## src/rtl/uart_transceiver.sv

```systemverilog
// Full-duplex 8N1-style UART; rx valid 1 cycle after last mid-stop sample, tx start bit 1 cycle after accept.
// No queueing: tx requests while busy are dropped. `UART_RX_BREAK_EN enables rx BREAK detection.
module uart_transceiver #(
  parameter int CLK_HZ       = 12_000_000,
  parameter int BIT_RATE     = 9600,
  parameter int PAYLOAD_BITS = 8,
  parameter int STOP_BITS    = 1
) (
  input  logic                    clk,
  input  logic                    resetn,
  input  logic                    uart_rxd,
  input  logic                    uart_rx_en,
  output logic                    uart_rx_valid,
  output logic [PAYLOAD_BITS-1:0] uart_rx_data,
  output logic                    uart_rx_break,
  output logic                    uart_txd,
  input  logic                    uart_tx_en,
  output logic                    uart_tx_busy,
  input  logic [PAYLOAD_BITS-1:0] uart_tx_data
);

  localparam int CYCLES_PER_BIT = CLK_HZ / BIT_RATE;
  localparam int CW = $clog2(CYCLES_PER_BIT + 1);
  localparam int BW = $clog2(PAYLOAD_BITS + STOP_BITS + 1);
  localparam logic [CW-1:0] BIT_LAST  = CW'(CYCLES_PER_BIT - 1);
  localparam logic [CW-1:0] HALF_LAST = CW'(CYCLES_PER_BIT / 2 - 1);
  localparam logic [BW-1:0] DATA_LAST = BW'(PAYLOAD_BITS - 1);
  localparam logic [BW-1:0] STOP_LAST = BW'(STOP_BITS - 1);

  localparam logic [1:0] S_IDLE  = 2'd0;
  localparam logic [1:0] S_START = 2'd1;
  localparam logic [1:0] S_DATA  = 2'd2;
  localparam logic [1:0] S_STOP  = 2'd3;

  // ---------------- receive path ----------------
  logic                    rx_sync1, rx_line;
  logic [1:0]              rx_state;
  logic [CW-1:0]           rx_cnt;
  logic [BW-1:0]           rx_bits;
  logic [PAYLOAD_BITS-1:0] rx_shift;
  logic                    rx_stop_ok;
  logic                    rx_wait_high;
`ifdef UART_RX_BREAK_EN
  logic                    rx_stop_hi;
  logic                    rx_break_q;
`endif

  always_ff @(posedge clk or negedge resetn) begin
    if (!resetn) begin
      rx_sync1 <= 1'b1;
      rx_line  <= 1'b1;
    end else begin
      rx_sync1 <= uart_rxd;
      rx_line  <= rx_sync1;
    end
  end

  always_ff @(posedge clk or negedge resetn) begin
    if (!resetn) begin
      rx_state      <= S_IDLE;
      rx_cnt        <= '0;
      rx_bits       <= '0;
      rx_shift      <= '0;
      rx_stop_ok    <= 1'b1;
      rx_wait_high  <= 1'b0;
      uart_rx_valid <= 1'b0;
      uart_rx_data  <= '0;
`ifdef UART_RX_BREAK_EN
      rx_stop_hi    <= 1'b0;
      rx_break_q    <= 1'b0;
`endif
    end else begin
      uart_rx_valid <= 1'b0;
`ifdef UART_RX_BREAK_EN
      rx_break_q    <= 1'b0;
`endif
      if (!uart_rx_en) begin
        // Abort; re-arm only after the line is seen idle so a mid-frame low is not taken as a start.
        rx_state     <= S_IDLE;
        rx_cnt       <= '0;
        rx_wait_high <= 1'b1;
      end else begin
        case (rx_state)
          S_IDLE: begin
            rx_cnt <= '0;
            if (rx_wait_high) begin
              if (rx_line) rx_wait_high <= 1'b0;
            end else if (!rx_line) begin
              rx_state <= S_START;
            end
          end
          S_START: begin
            if (rx_cnt == HALF_LAST) begin
              rx_cnt   <= '0;
              rx_bits  <= '0;
              rx_state <= rx_line ? S_IDLE : S_DATA;
            end else begin
              rx_cnt <= rx_cnt + CW'(1);
            end
          end
          S_DATA: begin
            if (rx_cnt == BIT_LAST) begin
              rx_cnt   <= '0;
              rx_shift <= {rx_line, rx_shift[PAYLOAD_BITS-1:1]};
              if (rx_bits == DATA_LAST) begin
                rx_bits    <= '0;
                rx_stop_ok <= 1'b1;
`ifdef UART_RX_BREAK_EN
                rx_stop_hi <= 1'b0;
`endif
                rx_state   <= S_STOP;
              end else begin
                rx_bits <= rx_bits + BW'(1);
              end
            end else begin
              rx_cnt <= rx_cnt + CW'(1);
            end
          end
          default: begin
            if (rx_cnt == BIT_LAST) begin
              rx_cnt <= '0;
              if (rx_bits == STOP_LAST) begin
                rx_state <= S_IDLE;
                if (rx_stop_ok && rx_line) begin
                  uart_rx_data  <= rx_shift;
                  uart_rx_valid <= 1'b1;
                end else begin
                  rx_wait_high <= 1'b1;
`ifdef UART_RX_BREAK_EN
                  if (rx_shift == '0 && !rx_stop_hi && !rx_line) rx_break_q <= 1'b1;
`endif
                end
              end else begin
                rx_bits    <= rx_bits + BW'(1);
                rx_stop_ok <= rx_stop_ok & rx_line;
`ifdef UART_RX_BREAK_EN
                rx_stop_hi <= rx_stop_hi | rx_line;
`endif
              end
            end else begin
              rx_cnt <= rx_cnt + CW'(1);
            end
          end
        endcase
      end
    end
  end

`ifdef UART_RX_BREAK_EN
  assign uart_rx_break = rx_break_q;
`else
  assign uart_rx_break = 1'b0;
`endif

  // ---------------- transmit path ----------------
  logic [1:0]              tx_state;
  logic [CW-1:0]           tx_cnt;
  logic [BW-1:0]           tx_bits;
  logic [PAYLOAD_BITS-1:0] tx_shift;

  always_ff @(posedge clk or negedge resetn) begin
    if (!resetn) begin
      tx_state     <= S_IDLE;
      tx_cnt       <= '0;
      tx_bits      <= '0;
      tx_shift     <= '0;
      uart_txd     <= 1'b1;
      uart_tx_busy <= 1'b0;
    end else begin
      case (tx_state)
        S_IDLE: begin
          tx_cnt       <= '0;
          tx_bits      <= '0;
          uart_txd     <= 1'b1;
          uart_tx_busy <= 1'b0;
          if (uart_tx_en) begin
            tx_shift     <= uart_tx_data;
            uart_txd     <= 1'b0;
            uart_tx_busy <= 1'b1;
            tx_state     <= S_START;
          end
        end
        S_START: begin
          if (tx_cnt == BIT_LAST) begin
            tx_cnt   <= '0;
            uart_txd <= tx_shift[0];
            tx_shift <= {1'b0, tx_shift[PAYLOAD_BITS-1:1]};
            tx_state <= S_DATA;
          end else begin
            tx_cnt <= tx_cnt + CW'(1);
          end
        end
        S_DATA: begin
          if (tx_cnt == BIT_LAST) begin
            tx_cnt <= '0;
            if (tx_bits == DATA_LAST) begin
              tx_bits  <= '0;
              uart_txd <= 1'b1;
              tx_state <= S_STOP;
            end else begin
              tx_bits  <= tx_bits + BW'(1);
              uart_txd <= tx_shift[0];
              tx_shift <= {1'b0, tx_shift[PAYLOAD_BITS-1:1]};
            end
          end else begin
            tx_cnt <= tx_cnt + CW'(1);
          end
        end
        default: begin
          if (tx_cnt == BIT_LAST) begin
            tx_cnt <= '0;
            if (tx_bits == STOP_LAST) begin
              tx_state     <= S_IDLE;
              uart_tx_busy <= 1'b0;
            end else begin
              tx_bits <= tx_bits + BW'(1);
            end
          end else begin
            tx_cnt <= tx_cnt + CW'(1);
          end
        end
      endcase
    end
  end

endmodule

```

## config.mk

```make
export PLATFORM = sky130hd
export DESIGN_NAME = uart_transceiver
export DESIGN_NICKNAME = d
export VERILOG_FILES = /design/src/rtl/uart_transceiver.sv
export SDC_FILE = /design/constraint.sdc
export NUM_CORES = 1
export LEC_CHECK = 0
export ABC_AREA = 0
export BUFFER_PORTS_ARGS = -buffer_cell sky130_fd_sc_hd__buf_4
export CAP_MARGIN = 0
export CORE_MARGIN = 1
export CORE_UTILIZATION = 40
export DETAILED_ROUTE_END_ITERATION = 8
export PLACE_DENSITY = 0.53
export SYNTH_ARGS = -nofsm -noshare
export SYNTH_HDL_FRONTEND = slang
export SYNTH_SLANG_ARGS = --single-unit
```

## constraint.sdc

```tcl
create_clock -name clk -period 3 [get_ports clk]
set_input_delay 0.15 -clock clk [delete_from_list [all_inputs] [get_ports clk]]
set_output_delay 0.15 -clock clk [all_outputs]
set_load 0.1 [all_outputs]
```

* Word level (Yosys, flattened, before mapping)
Cells that the tools add are included.
Widths: inputs -> output; s select.
** Storage, ports and cells
- Register bits after elaboration :: 65
- Input port bits :: 13
- Output and inout bits :: 12
- Word-level logic and storage cells :: 147
** Operators by class
- Add/sub/neg operators :: 4
- Equal/unequal tests :: 31
- Mux-type cells :: 65
- Bitwise logic cells :: 6
- Reduce and logical (&&, ||, !) cells :: 25
** Operators by type and width (number)
- $mux 11 :: 5
- $mux 4 :: 9
- $mux 8 :: 4
- $mux 2 :: 15
- $pmux 4 s3 :: 2
- $pmux 8 s3 :: 1
- $add 11x1->11 const B :: 2
- $eq 11x11->1 const B :: 2
- $mux 1 :: 22
- $pmux 11 s2 :: 1
- $ne 2x2->1 const B :: 9
- $ne 3x3->1 const B :: 5
- $reduce_and 5->1 :: 3
- $ne 3x1->1 const B :: 4
- $pmux 2 s3 :: 2
- $reduce_and 6->1 :: 2
- $eq 11x10->1 const B :: 1
- $reduce_and 3->1 :: 3
- $add 4x1->4 const B :: 2
- $eq 4x3->1 const B :: 2
- $logic_not 4->1 :: 2
- $reduce_and 4->1 :: 2
- $reduce_and 7->1 :: 1
- $pmux 1 s2 :: 3
- other kinds (16) :: 27

* Logic depth before layout (Yosys ltp)
Gate-level depths: netlist (run 1).
- Depth in word-level cells :: 6
- Depth in mapped cells :: 8
- Gate-level depth less buffers :: 7

* Least setup slack after synthesis (run 1)
OpenSTA, ideal clock, no wires.
- Path kind :: reg-to-reg
- Start :: register tx_cnt[4]
- End :: register tx_shift[0]
- Library setup time :: 0.125 ns
- Arrival time :: 2.069 ns
- Setup slack :: 0.806 ns
- Cell stages (with the launch flop) :: 7
- Path buffers :: 1
- Cells stage by stage :: dfrtp_1 -> or4b_4 -> or3_4 -> a21oi_2 -> and3_4 -> buf_12 -> mux2_4
** On the way
- Word-level cells in the longest chain between the ends :: 3
** Ends and longest elaborated chain
- from (decl) :: RTL line 157 : logic [CW-1:0] tx_cnt;
- from (signal assigned) :: RTL line 190 : tx_cnt <= tx_cnt + CW'(1);
- from (signal assigned) :: RTL line 206 : tx_cnt <= tx_cnt + CW'(1);
- from (signal assigned) :: RTL line 219 : tx_cnt <= tx_cnt + CW'(1);
- $eq 11x11->1 * :: RTL line 184, 194
- $ne 2x2->1 (no source line)
- $reduce_and 5->1 (no source line) *
- to (signal assigned) :: RTL line 177 : tx_shift <= uart_tx_data;
- to (signal assigned) :: RTL line 187 : tx_shift <= {1'b0, tx_shift[PAYLOAD_BITS-1:1]};
- to (signal assigned) :: RTL line 203 : tx_shift <= {1'b0, tx_shift[PAYLOAD_BITS-1:1]};
- to (decl) :: RTL line 159 : logic [PAYLOAD_BITS-1:0] tx_shift;
Every way passes the cells marked *; elsewhere a longest branch is shown, timed or not.
A chain may end at the register's enable or synchronous reset.

* Worst setup path after layout (run 1)
- Start :: register rx_cnt[8]
- End :: register uart_rx_data[2]
** On the way
- Word-level cells in the longest chain between the ends :: 2
** Ends and longest elaborated chain
- from (decl) :: RTL line 38 : logic [CW-1:0] rx_cnt;
- from (signal assigned) :: RTL line 98 : rx_cnt <= rx_cnt + CW'(1);
- from (signal assigned) :: RTL line 116 : rx_cnt <= rx_cnt + CW'(1);
- from (signal assigned) :: RTL line 141 : rx_cnt <= rx_cnt + CW'(1);
- $eq 11x11->1 :: RTL line 120 : if (rx_cnt == BIT_LAST) begin
- $reduce_and 5->1 (no source line)
- to (signal assigned) :: RTL line 125 : uart_rx_data <= rx_shift;
- to (decl) :: RTL line 14 : output logic [PAYLOAD_BITS-1:0] uart_rx_data,
Every way passes these cells.

==> flow_summary_export.csv, run 1 <==
group,metric,value,unit
die,start_util,41.6,%
clock_network,clkSlewWorstSetupHoldPaths,0.08,ns
synthesis,ys.flop_type,"dfrtp_1",
setup_path,reg2regPathDepth,5,
final_layout,layout_common_cells,"61 x dfrtp_1, 37 x nor2_1, 26 x mux2_2",
sta,rsz0062_at_grt,"no",
setup_path,worstSetupPathType,"reg2reg",
synthesis,synthXorXnorAreaFrac,4.59,%
place,hpwl,4240,um
global_routing,overflow,0,
place,io_buffers,23,
synthesis,yosys.area_share.simple,16.9,%
setup_path,critPathRequiredTime,3.23,ns
setup_path,cp-endpoint,"uart_rx_data[2]",
pwr,ir_drop,0.280,mV
synthesis,syn-num-nets,350,
setup_path,r2r_setup_slack,0.70,ns
routing,drtIter0Drc,61,
final_layout,drive_gt1_share,24.5,%
clock_network,cts_buffers,9,
synthesis,yosys.area.top_type_share,44.5,%
final_layout,stdcell_area,3950,um^2
pwr,power_density,535,nW/um^2
hold_path,hold_path.class,"in2reg",
place,dp.cells,442,
sta,tns,0,ns
synthesis,syn_inst,320,
synthesis,async_flop_share,100,%
clock_network,root_buffer,"clkbuf_8",
setup_path,crit_arrival,2.53,ns
pwr,finalPower,0.00211,W
sta,max_freq,0.434,GHz
sta,relSlewSlack,44.5,%
routing,drc_errors,0,
clock_network,cts_max_path_buffers,2,
sta,whs,0.0601,ns
clock_network,post-cts-setup-buffer-count,0,
setup_path,end_kind,"flip-flop",
setup_path,crit-reg2reg-launch,"rx_cnt[8]",
job,drv_cap,0,
place,place_area,3700,um^2
final_layout,syn_to_final_growth,14.9,%
synthesis,yosysTopAreaCell,"dfrtp_1",
place,gp_congestion,0.798,
final_layout,final_common_cell,"dfrtp_1",
routing,drtAntennaViolNets,0,
synthesis,synth-seq-cells,65,
clock_network,cts_tree,"yes",
routing,via_count,2337,
synthesis,synthesis.area,3430,um^2
synthesis,yosysSeqAreaShare,47.5,%
global_routing,grt_pass1_wl,10700,um
setup_path,critPathMaxFanout,8,
sta,drv_slew,0,
synthesis,synth_compound_area_share,8.53,%
synthesis,ys_types,52,
die,core,8260,um^2
pwr,p_leak,1.75,nW
final_layout,num_antenna_cells,0,
sta,finalSetupViolCount,0,
global_routing,grt_max_degree,66,
sta,worst_pin_slew,0.832,ns
sta,fin_crit,2.30,ns
setup_path,r2r-end,"uart_rx_data[2]",
routing,vias_per_cell,5.08,
setup_path,crit_start,"rx_cnt[8]",
final_layout,nets,380,
clock_network,cts.sinks,65,
synthesis,synthMuxAreaShare,12.3,%
synthesis,synth_fa_ha_area_share,6.20,%
clock_network,post_cts_resized,0,
clock_network,cts-htree-levels,3,
global_routing,track_usage,15.4,%
clock_network,clk-insertion-delay-late,0.34,ns
synthesis,synth_edf_count,0,
synthesis,synth_area_per_cell,10.7,um^2
sta,period_share,76.8,%
run_status,outcome,"complete, no violations",
die,ios,25,
routing,wl_per_cell,13.6,um
final_layout,stdcell_count,460,
die,die_area,8960,um^2
die,rows,33,
die,fp.dieW,94.6,um
routing,dr.pass1.iters,4,
synthesis,synth_top_family_by_area,"simple AND/OR/NAND/NOR gates",
global_routing,antenna_found_initial,0,
setup_path,start_kind,"flip-flop",
synthesis,synth_area_leaders,"dfrtp_1 44%, mux2_2 8.5%, ha_1 6.2%",
synthesis,yosys_warnings,0,
clock_network,cts_hold_buffers,2,
routing,routed_wl,6270,um
sta,skew,0.0130,ns
die,die_h,94.6,um
global_routing,grt_pass1_vias,2279,
sta,finalHoldViolCount,0,
[critical path: stages, from the launching register on]
cell and delay (ns):
dfrtp_1 0.41, or3_1 0.45, nor4_1 0.44, nand2_1 0.12
nor2_2 0.37, mux2_2 0.40
[area by class of cell]
| type | count | area (um^2) |
|---|---|---|
| clock buffers | 9 | 124 |
| clock inverters | 7 | 103 |
| fillers | 788 | 4310 |
| inverters | 23 | 86.3 |
| multi-input cells | 225 | 1670 |
| flip-flops and latches | 65 | 1630 |
| well taps | 105 | 131 |
| repair buffers | 26 | 200 |
[flip-flops by register name (all words and copies together), names as in the netlist, 2 cells and up]
| name | cells |
|---|---|
| tx_cnt | 11 |
| rx_shift | 8 |
| rx_bits | 4 |
| tx_shift | 8 |
| tx_state | 2 |
| rx_cnt | 11 |
| tx_bits | 4 |
| uart_rx_data | 8 |
| rx_state | 2 |
[worst min-delay path by stage]
stage | cells after the start | startpoint | to | slack [ns]
global route | 2 | uart_rx_en | rx_wait_high | 0.03
CTS | 2 | uart_rx_en | rx_wait_high | 0.04
detailed placement | 1 | uart_rxd | rx_sync1 | 0.27
global placement | 1 | uart_rxd | rx_sync1 | 0.27
finish | 2 | uart_rx_en | rx_wait_high | 0.06
floorplan | 0 | resetn | rx_bits[0] | -0.15
[synthesized netlist by cell type, drive strengths merged, types with 5 or more instances]
| cell | instances |
|---|---|
| nor2 | 38 |
| nand3 | 13 |
| nand2b | 5 |
| xor2 | 5 |
| inv | 23 |
| nor2b | 5 |
| xnor2 | 13 |
| nand4 | 6 |
| a21oi | 6 |
| mux2 | 34 |
| dfrtp | 61 |
| o21ai | 12 |
| nor3 | 7 |
| ha | 17 |
| nand2 | 19 |
[per-stage QoR]
| stage | util, % | setup slack (ns) |
|---|---|---|
| floorplan | - | 0.806 |
| global placement | 44.8 | 0.760 |
| detailed placement | 44.8 | 0.691 |
| CTS | 47.8 | 0.686 |
| global route | 47.8 | 0.516 |
| finish | 47.8 | 0.697 |
[kinds of logic after synthesis]
kind of cell    after synthesis
simple gates                111
flops                        65
compound gates               43
mux                          35
buf+inv                      30
xor+xnor                     18
fa+ha+maj                    17
other cells                   1
[power breakdown]
group | internal [W] | switching, W
Combinational | 0.000123 | 0.000188
Sequential | 0.000907 | 0.0000442
Clock | 0.000475 | 0.000372
[per-layer routing]
| metal | vias up | track usage, % | share of wire, % |
|---|---|---|---|
| met5 | - | 0 | 0 |
| met4 | 0 | 6.31 | 1.3 |
| met3 | 7 | 4.83 | 3.7 |
| met2 | 33 | 22.8 | 44 |
| met1 | 1119 | 20.9 | 51 |
| li1 | 1178 | - | - |
Power figures use the tool's default switching activity.
==> inputs of run 2 (changes only) <==
Settings changed: PLACE_DENSITY 0.53 to 0.55.
Clock period 3 ns to 2.1 ns, I/O delays scaled along.
==> flow_summary_export.csv, run 2 (synthesis gave the netlist of run 1 again) <==
group,metric,value,unit
run_status,outcome,"finished, violations left",
run_status,violations,"setup timing",
pwr,power_density,686,nW/um^2
setup_path,critPathRequiredTime,2.33,ns
final_layout,layout_common_cells,"61 x dfrtp_1, 44 x buf_4, 37 x nor2_1",
setup_path,critPathMaxFanout,8,
global_routing,grt_max_degree,66,
die,ios,25,
job,drv_cap,0,
final_layout,ff_latch_area,1630,um^2
hold_path,hold_path.class,"in2reg",
clock_network,cts_tree,"yes",
sta,rsz0062_at_grt,"yes",
sta,tns,-0.590,ns
die,fp.dieW,94.6,um
setup_path,crit_start,"tx_cnt[8]",
routing,drtAntennaViolNets,0,
final_layout,nets,402,
pwr,p_comb_share,16.8,%
setup_path,r2r_setup_slack,-0.08,ns
final_layout,fin_util,49.8,%
clock_network,clkSlewWorstSetupHoldPaths,0.08,ns
setup_path,reg2regPathDepth,5,
pwr,power_switching,0.000892,W
routing,vias_per_cell,4.94,
final_layout,syn_to_final_growth,19.7,%
setup_path,end_kind,"flip-flop",
sta,skew,0.0124,ns
clock_network,clk-insertion-delay-late,0.35,ns
sta,finalHoldViolCount,0,
setup_path,worstSetupPathType,"reg2reg",
global_routing,grt_busiest_layer,"met2",
global_routing,grt_util_met1,21.8,%
place,io_buffers,23,
place,gp_congestion,0.888,
sta,finalSetupViolCount,8,
setup_path,start_kind,"flip-flop",
sta,relSlewSlack,45.7,%
routing,drc_errors,0,
global_routing,grt_pass1_vias,2366,
clock_network,cts.sinks,65,
place,hpwl,4330,um
die,core,8260,um^2
routing,drtIter0Drc,99,
setup_path,crit-reg2reg-launch,"tx_cnt[8]",
sta,setup_ws,-0.0807,ns
setup_path,crit_arrival,2.41,ns
clock_network,cts_max_path_buffers,2,
die,start_util,41.6,%
final_layout,top_regs,"rx_cnt (11), tx_cnt (11)",
pwr,p_leak,1.83,nW
global_routing,grt_util_met2,23.1,%
global_routing,overflow,0,
clock_network,root_buffer,"clkbuf_8",
sta,drv_slew,0,
routing,routed_wl,6370,um
pwr,p_clk_share,34.9,%
global_routing,grt_pass1_wl,10900,um
final_layout,final_common_cell,"dfrtp_1",
final_layout,fill_cells,786,
sta,period_share,104,%
routing,dr.pass1.iters,4,
global_routing,antenna_found_initial,0,
setup_path,r2r-end,"tx_shift[1]",
final_layout,drive_gt1_share,29.7,%
clock_network,cts-htree-levels,3,
final_layout,num_antenna_cells,0,
sta,max_freq,0.459,GHz
pwr,ir_drop,0.339,mV
pwr,p_int,0.00193,W
pwr,sequentialPowerShare,48.3,%
global_routing,grt_use_met3,3.30,%
final_layout,multi_input_area,1700,um^2
die,die_h,94.6,um
sta,fin_crit,2.18,ns
routing,wl_per_cell,13.2,um
routing,via_count,2381,
die,rows,33,
clock_network,cts_buffers,9,
global_routing,track_usage,15.8,%
pwr,swShare,31.6,%
sta,worst_pin_slew,0.815,ns
die,die_area,8960,um^2
setup_path,cp-endpoint,"tx_shift[1]",
run 2: changes by cell type in the layout (fill, tap and decap cells not counted), sizes merged:
cell,change
inv,+1
bufinv,-2
buf,+21
dlygate4sd3,+1
clkinvlp,+2
clkinv,-1
run 2: through the flow:
step	std cells	setup WS, ns	hold WS (ns)	power, W	instance area (um^2)
2_1_floorplan	320	-0.0943	-0.191	0.00168	3430
3_3_place_gp	461	-0.0551	0.213	0.00185	3850
3_5_place_dp	461	-0.0942	0.217	0.00185	3850
4_1_cts	482	-0.0610	0.0927	0.00285	4080
5_1_grt	482	-0.131	0.102	0.00298	4110
6_report	482	-0.0807	0.111	0.00282	4110
run 2: layout make-up:
class,count,area share (%)
Clock inverter,7,1.31
Tap cell,105,3.20
Sequential cell,65,39.7
Timing Repair Buffer,48,9.26
Inverter,23,2.10
Clock buffer,9,3.01
Multi-Input combinational cell,225,41.4
run 2: repair_timing:
action | in CTS | in global routing
setup buffers | 2 | 0
cloned | 0 | 0
hold buffers | 3 | 0
gates resized for setup | 1 | 5
endpoints found under the setup margin | 8 | 21
pin swaps | 4 | 1
endpoints found under the hold margin | 63 | 0
run 2: worst min path at each step:
stage,from,endpoint,cells after the start
3_3_place_gp,uart_rxd,rx_sync1,1
6_report,uart_tx_data[5],tx_shift[5],3
4_1_cts,uart_tx_data[5],tx_shift[5],3
5_1_grt,uart_tx_data[2],tx_shift[2],3
2_1_floorplan,resetn,rx_bits[0],0
3_5_place_dp,uart_rxd,rx_sync1,1
run 2: critical path: stages (launching register included):
cell and delay (ns):
dfrtp_1 0.38, or4b_4 0.53, or3_4 0.37, a21oi_4 0.17
and3_4 0.31, mux2_4 0.31
run 2: layer usage:
layer,vias to the layer above,wire length [um]
li1,1214,-
met1,1117,3250
met2,40,2760
met3,10,208
met4,0,143
met5,-,0
run 2: power groups by stage:
stage / Clock, W / Combinational [W] / Sequential (W)
2_1_floorplan: 0 / 0.000318 / 0.00137
3_3_place_gp: 0 / 0.000466 / 0.00138
3_5_place_dp: 0 / 0.000468 / 0.00139
4_1_cts: 0.00102 / 0.000476 / 0.00136
5_1_grt: 0.00106 / 0.000548 / 0.00137
6_report: 0.000983 / 0.000475 / 0.00136
